<file path="src/rtl/xmit_pkg.sv">
// Shared types and constants for the two-requester serial transmit controller.
package xmit_pkg;

  localparam int XMIT_DATA_W     = 8;
  localparam int XMIT_FRAME_BITS = 10;

  typedef enum logic [1:0] {
    IDLE  = 2'd0,
    START = 2'd1,
    DATA  = 2'd2,
    STOP  = 2'd3
  } xmit_state_e;

  typedef struct packed {
    logic                   valid;
    logic [XMIT_DATA_W-1:0] data;
  } xmit_req_t;

endpackage

</file>
<file path="src/rtl/xmit_baud_cnt.sv">
// Bit-period timer: counts 0..CLKS_PER_BIT-1 and strobes bit_done on the last count.
module xmit_baud_cnt #(
  parameter int CLKS_PER_BIT = 16
) (
  input  logic clk,
  input  logic rst,
  input  logic clear,
  output logic bit_done
);

  localparam int            CW   = $clog2(CLKS_PER_BIT);
  localparam logic [CW-1:0] TERM = CW'(CLKS_PER_BIT - 1);

  logic [CW-1:0] cnt;

  assign bit_done = (cnt == TERM);

  always_ff @(posedge clk or posedge rst) begin
    if (rst)                   cnt <= '0;
    else if (clear || bit_done) cnt <= '0;
    else                       cnt <= cnt + 1'b1;
  end

endmodule

</file>
<file path="src/rtl/xmit_ctrl.sv">
// Round-robin arbiter for two byte requesters feeding an 8N1 serial framer.
module xmit_ctrl
  import xmit_pkg::*;
#(
  parameter int CLKS_PER_BIT = 16
) (
  input  logic                   clk,
  input  logic                   rst,
  input  logic                   req0_valid,
  input  logic [XMIT_DATA_W-1:0] req0_data,
  output logic                   req0_ready,
  input  logic                   req1_valid,
  input  logic [XMIT_DATA_W-1:0] req1_data,
  output logic                   req1_ready,
  output logic                   tx_out,
  output logic                   busy,
  output logic                   grant_id
);

  xmit_state_e            state, state_nxt;
  logic [XMIT_DATA_W-1:0] shreg;
  logic [2:0]             bit_idx;
  logic                   rr_ptr;
  logic                   bit_done, clear;
  logic                   gnt0, gnt1, accept;
  xmit_req_t              req0, req1, sel;

  assign req0 = '{valid: req0_valid, data: req0_data};
  assign req1 = '{valid: req1_valid, data: req1_data};

  // Grants only in IDLE; rst masks them so ready is low for the whole reset.
  always_comb begin
    gnt0 = 1'b0;
    gnt1 = 1'b0;
    if (state == IDLE && !rst) begin
      if (req0.valid && req1.valid) begin
        gnt1 = rr_ptr;
        gnt0 = !rr_ptr;
      end else begin
        gnt0 = req0.valid;
        gnt1 = req1.valid;
      end
    end
  end

  assign accept     = gnt0 | gnt1;
  assign sel        = gnt1 ? req1 : req0;
  assign req0_ready = gnt0;
  assign req1_ready = gnt1;

  always_comb begin
    state_nxt = state;
    case (state)
      IDLE:    if (accept)                     state_nxt = START;
      START:   if (bit_done)                   state_nxt = DATA;
      DATA:    if (bit_done && bit_idx == 3'd7) state_nxt = STOP;
      STOP:    if (bit_done)                   state_nxt = IDLE;
      default:                                 state_nxt = IDLE;
    endcase
  end

  // Timer held at zero in IDLE and restarted on every state change.
  assign clear = (state_nxt != state) || (state == IDLE);

  xmit_baud_cnt #(.CLKS_PER_BIT(CLKS_PER_BIT)) u_baud (
    .clk      (clk),
    .rst      (rst),
    .clear    (clear),
    .bit_done (bit_done)
  );

  always_ff @(posedge clk or posedge rst) begin
    if (rst) begin
      state    <= IDLE;
      shreg    <= '0;
      bit_idx  <= '0;
      rr_ptr   <= 1'b0;
      grant_id <= 1'b0;
    end else begin
      state <= state_nxt;
      if (accept) begin
        shreg    <= sel.data;
        bit_idx  <= '0;
        grant_id <= gnt1;
        rr_ptr   <= !gnt1;
      end else if (state == DATA && bit_done) begin
        shreg   <= shreg >> 1;
        bit_idx <= bit_idx + 3'd1;
      end
    end
  end

  always_comb begin
    busy   = (state != IDLE);
    tx_out = 1'b1;
    case (state)
      START:   tx_out = 1'b0;
      DATA:    tx_out = shreg[0];
      default: tx_out = 1'b1;
    endcase
  end

endmodule

</file>
<file path="config.mk">
export PLATFORM = sky130hd
export DESIGN_NAME = xmit_ctrl
export DESIGN_NICKNAME = d
export VERILOG_FILES = /design/src/rtl/xmit_pkg.sv /design/src/rtl/xmit_baud_cnt.sv /design/src/rtl/xmit_ctrl.sv
export SDC_FILE = /design/constraint.sdc
export NUM_CORES = 1
export LEC_CHECK = 0
export ABC_AREA = 1
export BUFFER_PORTS_ARGS = -buffer_cell sky130_fd_sc_hd__buf_2
export CAP_MARGIN = 20
export CORE_MARGIN = 2
export CORE_UTILIZATION = 30
export DETAILED_ROUTE_END_ITERATION = 16
export PLACE_DENSITY = 0.54
export SYNTH_ARGS = -nofsm -noshare
export SYNTH_HDL_FRONTEND = slang
export SYNTH_HIERARCHICAL = 1
export SYNTH_SLANG_ARGS = --single-unit
export TNS_END_PERCENT = 100
</file>
<file path="constraint.sdc">
create_clock -name clk -period 3.9 [get_ports clk]
set_input_delay 0.195 -clock clk [delete_from_list [all_inputs] [get_ports clk]]
set_output_delay 0.195 -clock clk [all_outputs]
set_load 0.02 [all_outputs]
</file>
Yosys cells after proc, flatten, opt, wreduce, memory -nomap -nowiden --
Index checks and enable logic that the tools add are counted.
Storage, ports and cells: input bits 20, register bits after elaboration 19, logic and storage cells 43, output and inout bits 5
Cells by class: multiplexer cells 16, bitwise operators 1, eq/ne operators 6, add/sub/neg operators 2, reductions and logical operators 12
Operator list (count):
- $mux 8 | 3
- $mux 2 | 4
- $pmux 2 s4 | 1
- $mux 3 | 2
- $add 4x1->4 const B | 1
- $eq 2x2->1 const B | 2
- $eq 4x4->1 const B | 1
- $logic_and 1x1->1 | 4
- $mux 1 | 4
- $mux 4 | 1
- $reduce_bool 2->1 | 2
- $add 3x1->3 const B | 1
- $eq 3x3->1 const B | 1
- $logic_not 1->1 | 3
- $eq 2x1->1 const B | 1
- $logic_not 2->1 | 1
- $logic_or 1x1->1 | 2
- $ne 2x2->1 | 1
- $pmux 1 s2 | 1
- $or 1x1->1 | 1

Depth between registers and ports, before layout --
depth in word-level cells 10, gate-level depth with buffers 9, mapped depth without buffers 8

Cells and area by module --
The synthesis kept the hierarchy.
By module, submodules not included:
- xmit_ctrl | times used 1, cells each 128, area an instance 957.2 µm², sequential area each 375.4 µm²
- xmit_baud_cnt | times used 1, cells each 20, area an instance 196.4 µm², sequential area each 100.1 µm²

Worst setup path before layout --
Ideal clock, no wire load.
path kind reg-to-reg, start point reg u_baud.cnt[0], end point reg u_baud.cnt[3], arrival 1.325 ns, required time 3.781 ns, period minus slack after synthesis 1.444 ns, buffers on the path 0, setup slack 2.456 ns, stages on the path, launching flop included 8, setup time 0.119 ns, cells stage by stage dfrtp_1 > ha_1 > nand2_2 > nor2_1 > nand3_1 > a21oi_1 > o21bai_4 > nor2_2
Between the ends: cells in the longest elaborated chain, start to end 8
RTL lines:
- from (decl) | RTL line xmit_baud_cnt.sv:14 | logic [CW-1:0] cnt;
- from (signal assigned) | RTL line xmit_baud_cnt.sv:21 | else cnt <= cnt + 1'b1;
- $eq 4x4->1 * | RTL line xmit_baud_cnt.sv:16 | assign bit_done = (cnt == TERM);
- net bit_done | RTL line xmit_ctrl.sv:24 | logic bit_done, clear;
- $logic_and 1x1->1 | RTL line xmit_ctrl.sv:56 | DATA: if (bit_done && bit_idx == 3'd7) state_nxt = STOP;
- $mux 2 | RTL line xmit_ctrl.sv:56
- $pmux 2 s4 * | RTL line xmit_ctrl.sv:53 | case (state)
- $ne 2x2->1 * | RTL line xmit_ctrl.sv:63 | assign clear = (state_nxt != state) || (state == IDLE);
- $logic_or 1x1->1 * | RTL line xmit_ctrl.sv:63
- net clear | RTL line xmit_ctrl.sv:24
- $logic_or 1x1->1 * | RTL line xmit_baud_cnt.sv:20 | else if (clear || bit_done) cnt <= '0;
- $mux 4 * | RTL line xmit_baud_cnt.sv:20
The timed path passes the listed nets; every way through them passes the cells marked *. A chain may end at the register's enable or synchronous reset.

Final worst setup path --
start point in rst, end point out req0_ready
Between the ends: cells in the longest elaborated chain, start to end 3
RTL lines:
- from (decl) | RTL line xmit_ctrl.sv:8 | input logic rst,
- $logic_not 1->1 (no source line)
- $logic_and 1x1->1 | RTL line xmit_ctrl.sv:35 | if (state == IDLE && !rst) begin
- $mux 1 | RTL line xmit_ctrl.sv:35
- to (decl) | RTL line xmit_ctrl.sv:11 | output logic req0_ready,
No other way between the ends.

==> results.tsv <==
metric	value	unit
place.gp.congestion	0.722	
postCtsSetupBuffers	0	
synth.distinct_cells	25	
overflow	0	
tightest_slew	388	ps
synth_nets	171	
avgSynthCellArea	7.79	um^2
p_switching	75.9	uW
clk_latency	250	ps
vdd_drop_max	0.122	mV
critical_path_arrival	1800	ps
diodes	0	
route.detailed.drc	0	
fin_worst_skew	6.19	ps
grt_pass1_vias	936	
clock.fmax	500	MHz
grt_pass1_wl	3.86	mm
cts_tree	built	
synth_cells	148	
n_fill_cell	406	
grtUsageTotal	0.115	
numCtsBuffers	3	
holdBufCountCts	1	
p_int	280	uW
synth_seq_cells	19	
grt_max_degree	17	
post_drt_via_cell_ratio	4.45	
dieArea	0.00436	mm^2
finalSetupTns	0	ps
layout-drive-gt1-share	0.247	
core_area	0.00369	mm^2
antenna_left	0	
fin_crit_sh	0.512	
syn-cell-area	0.00115	mm^2
p_leak	0.000739	uW
critical_path_class	primary input to primary output	
worstSetupEndpointType	primary output	
drv_slew	0	
hold-worst-slack	200	ps
multi_input_area	556	um^2
fin_crit	2000	ps
io_buffers	24	
p_per_area	262	mW/mm^2
synth_top_area_frac	0.412	
root_buffer	clkbuf_8	
rsz0062_at_grt	false	
final_area	0.00136	mm^2
netlist_top_cells_area	dfrtp_1 (41%), nand2_1 (14%), nand3_1 (7.4%)	
routed_wl	2.27	mm
wire_per_inst	10.2	um
io_pins	25	
num_rows	22	
relSlewSlack	0.741	
seq_power_share	0.555	
dieWidth	66.0	um
required	3700	ps
dr.pass1.iters	4	
hpwl	1.86	mm
yosysTopAreaCell	dfrtp_1	
die_y	66.0	um
final_nets	198	
maxCapViolCount	0	
p_clk_frac	0.378	
cp-start-kind	primary input	
swShare	0.213	
setup_viol	0	
holdCritPathClass	primary input to flop	
vias	988	
ys_seq_area_frac	0.412	
clock-sinks	19	
cts_buffer_depth	2	
placed_cell_area	0.00130	mm^2
dr.first_iter.drc_count	35	
fin_util	0.368	
area_growth	17.8	%
cts.htree.levels	1	
cts_resized	0	
ff_latch_area	475	um^2
synth_warnings	6	
path_max_fanout	16	
start_util	0.313	
clkTransAtPathRegs	70	ps
antenna_found_initial	0	
pwr-share-comb	0.067	
hold_viol	0	
status	completed	
==> state kept, by name (all words and copies together), names as in the netlist <==
signal and count:
bit_idx 3, grant_id 1, shreg 8, rr_ptr 1
state 2, u_baud/cnt 4
==> metrics by stage <==
stage                     setup WS, ps  std cells  total power (uW)
after floorplan                   2460        148               211
after global placement            2310        217               224
after detailed placement          2260        217               225
after CTS                         1860        222               362
after global routing              1750        222               375
final                             1900        222               356
==> final cells by class <==
type,instances,share of cell area
multi-input cells,102,0.409
flip-flops and latches,19,0.350
repair buffers,25,0.0958
inverters,24,0.0681
well taps,48,0.0442
clock buffers,4,0.0331
==> synthesized netlist by cell type (all sizes together) <==
library cell / instances
ha: 3
nor2: 13
xor2: 1
nor3b: 1
inv: 24
nand4: 1
o21bai: 1
buf: 3
o21ai: 15
nand3: 17
o21a: 1
nand2: 46
a21oi: 3
dfrtp: 19
==> layout by cell type (no fill, tap or decap), types with 2 or more instances in the layout <==
master	Yosys	final
o21ai_1	6	6
nand3_1	17	17
clkbuf_8	0	3
nand2_2	2	2
nand2_4	2	2
o21ai_0	8	8
a21oi_4	2	2
nor2_1	10	10
nand2_1	42	42
inv_1	19	19
inv_2	4	4
buf_2	0	24
ha_1	3	3
dfrtp_1	19	19
==> critical path: stages <==
cell           delay [ps]
dlygate4sd3_1         530
buf_2                 170
inv_2                 270
nand3_1               200
nor2_1                150
o21a_1                140
buf_2                 150
==> layer usage <==
metal	vias to the layer above	wire, um	track usage	part of all wire
met1	453	1080	0.137	0.48
li1	517	-	-	-
met3	2	77	0.0256	0.034
met4	0	16	0.0383	0.0070
met5	-	0	0	0
met2	16	1100	0.202	0.48
==> final timing paths <==
check / start / cells after the start / to / slack (ps)
worst max-delay path: rst / 7 / req0_ready / 1900
max in group asynchronous: rst / 3 / bit_idx[2] / 3150
worst max register to register: u_baud/cnt[0] / 8 / shreg[6] / 2260
worst min register to register: grant_id / 2 / grant_id / 480
worst min-delay path: req1_data[7] / 3 / shreg[7] / 200
min in group asynchronous: rst / 3 / u_baud/cnt[2] / 430
==> power by group through the flow <==
| stage | sequential (uW) | clock [uW] | combinational [uW] |
|---|---|---|---|
| floorplan | 202 | 0 | 9.19 |
| global placement | 201 | 0 | 22.8 |
| detailed placement | 201 | 0 | 23.6 |
| CTS | 198 | 140 | 24.5 |
| global route | 198 | 151 | 26.8 |
| finish | 198 | 135 | 23.9 |
==> kinds of logic after synthesis <==
family,synth area share
compound gates,0.124
fa+ha+maj,0.0325
simple gates,0.318
flops,0.412
buf+inv,0.106
xor+xnor,0.00759
Power figures use the tool's default switching activity.
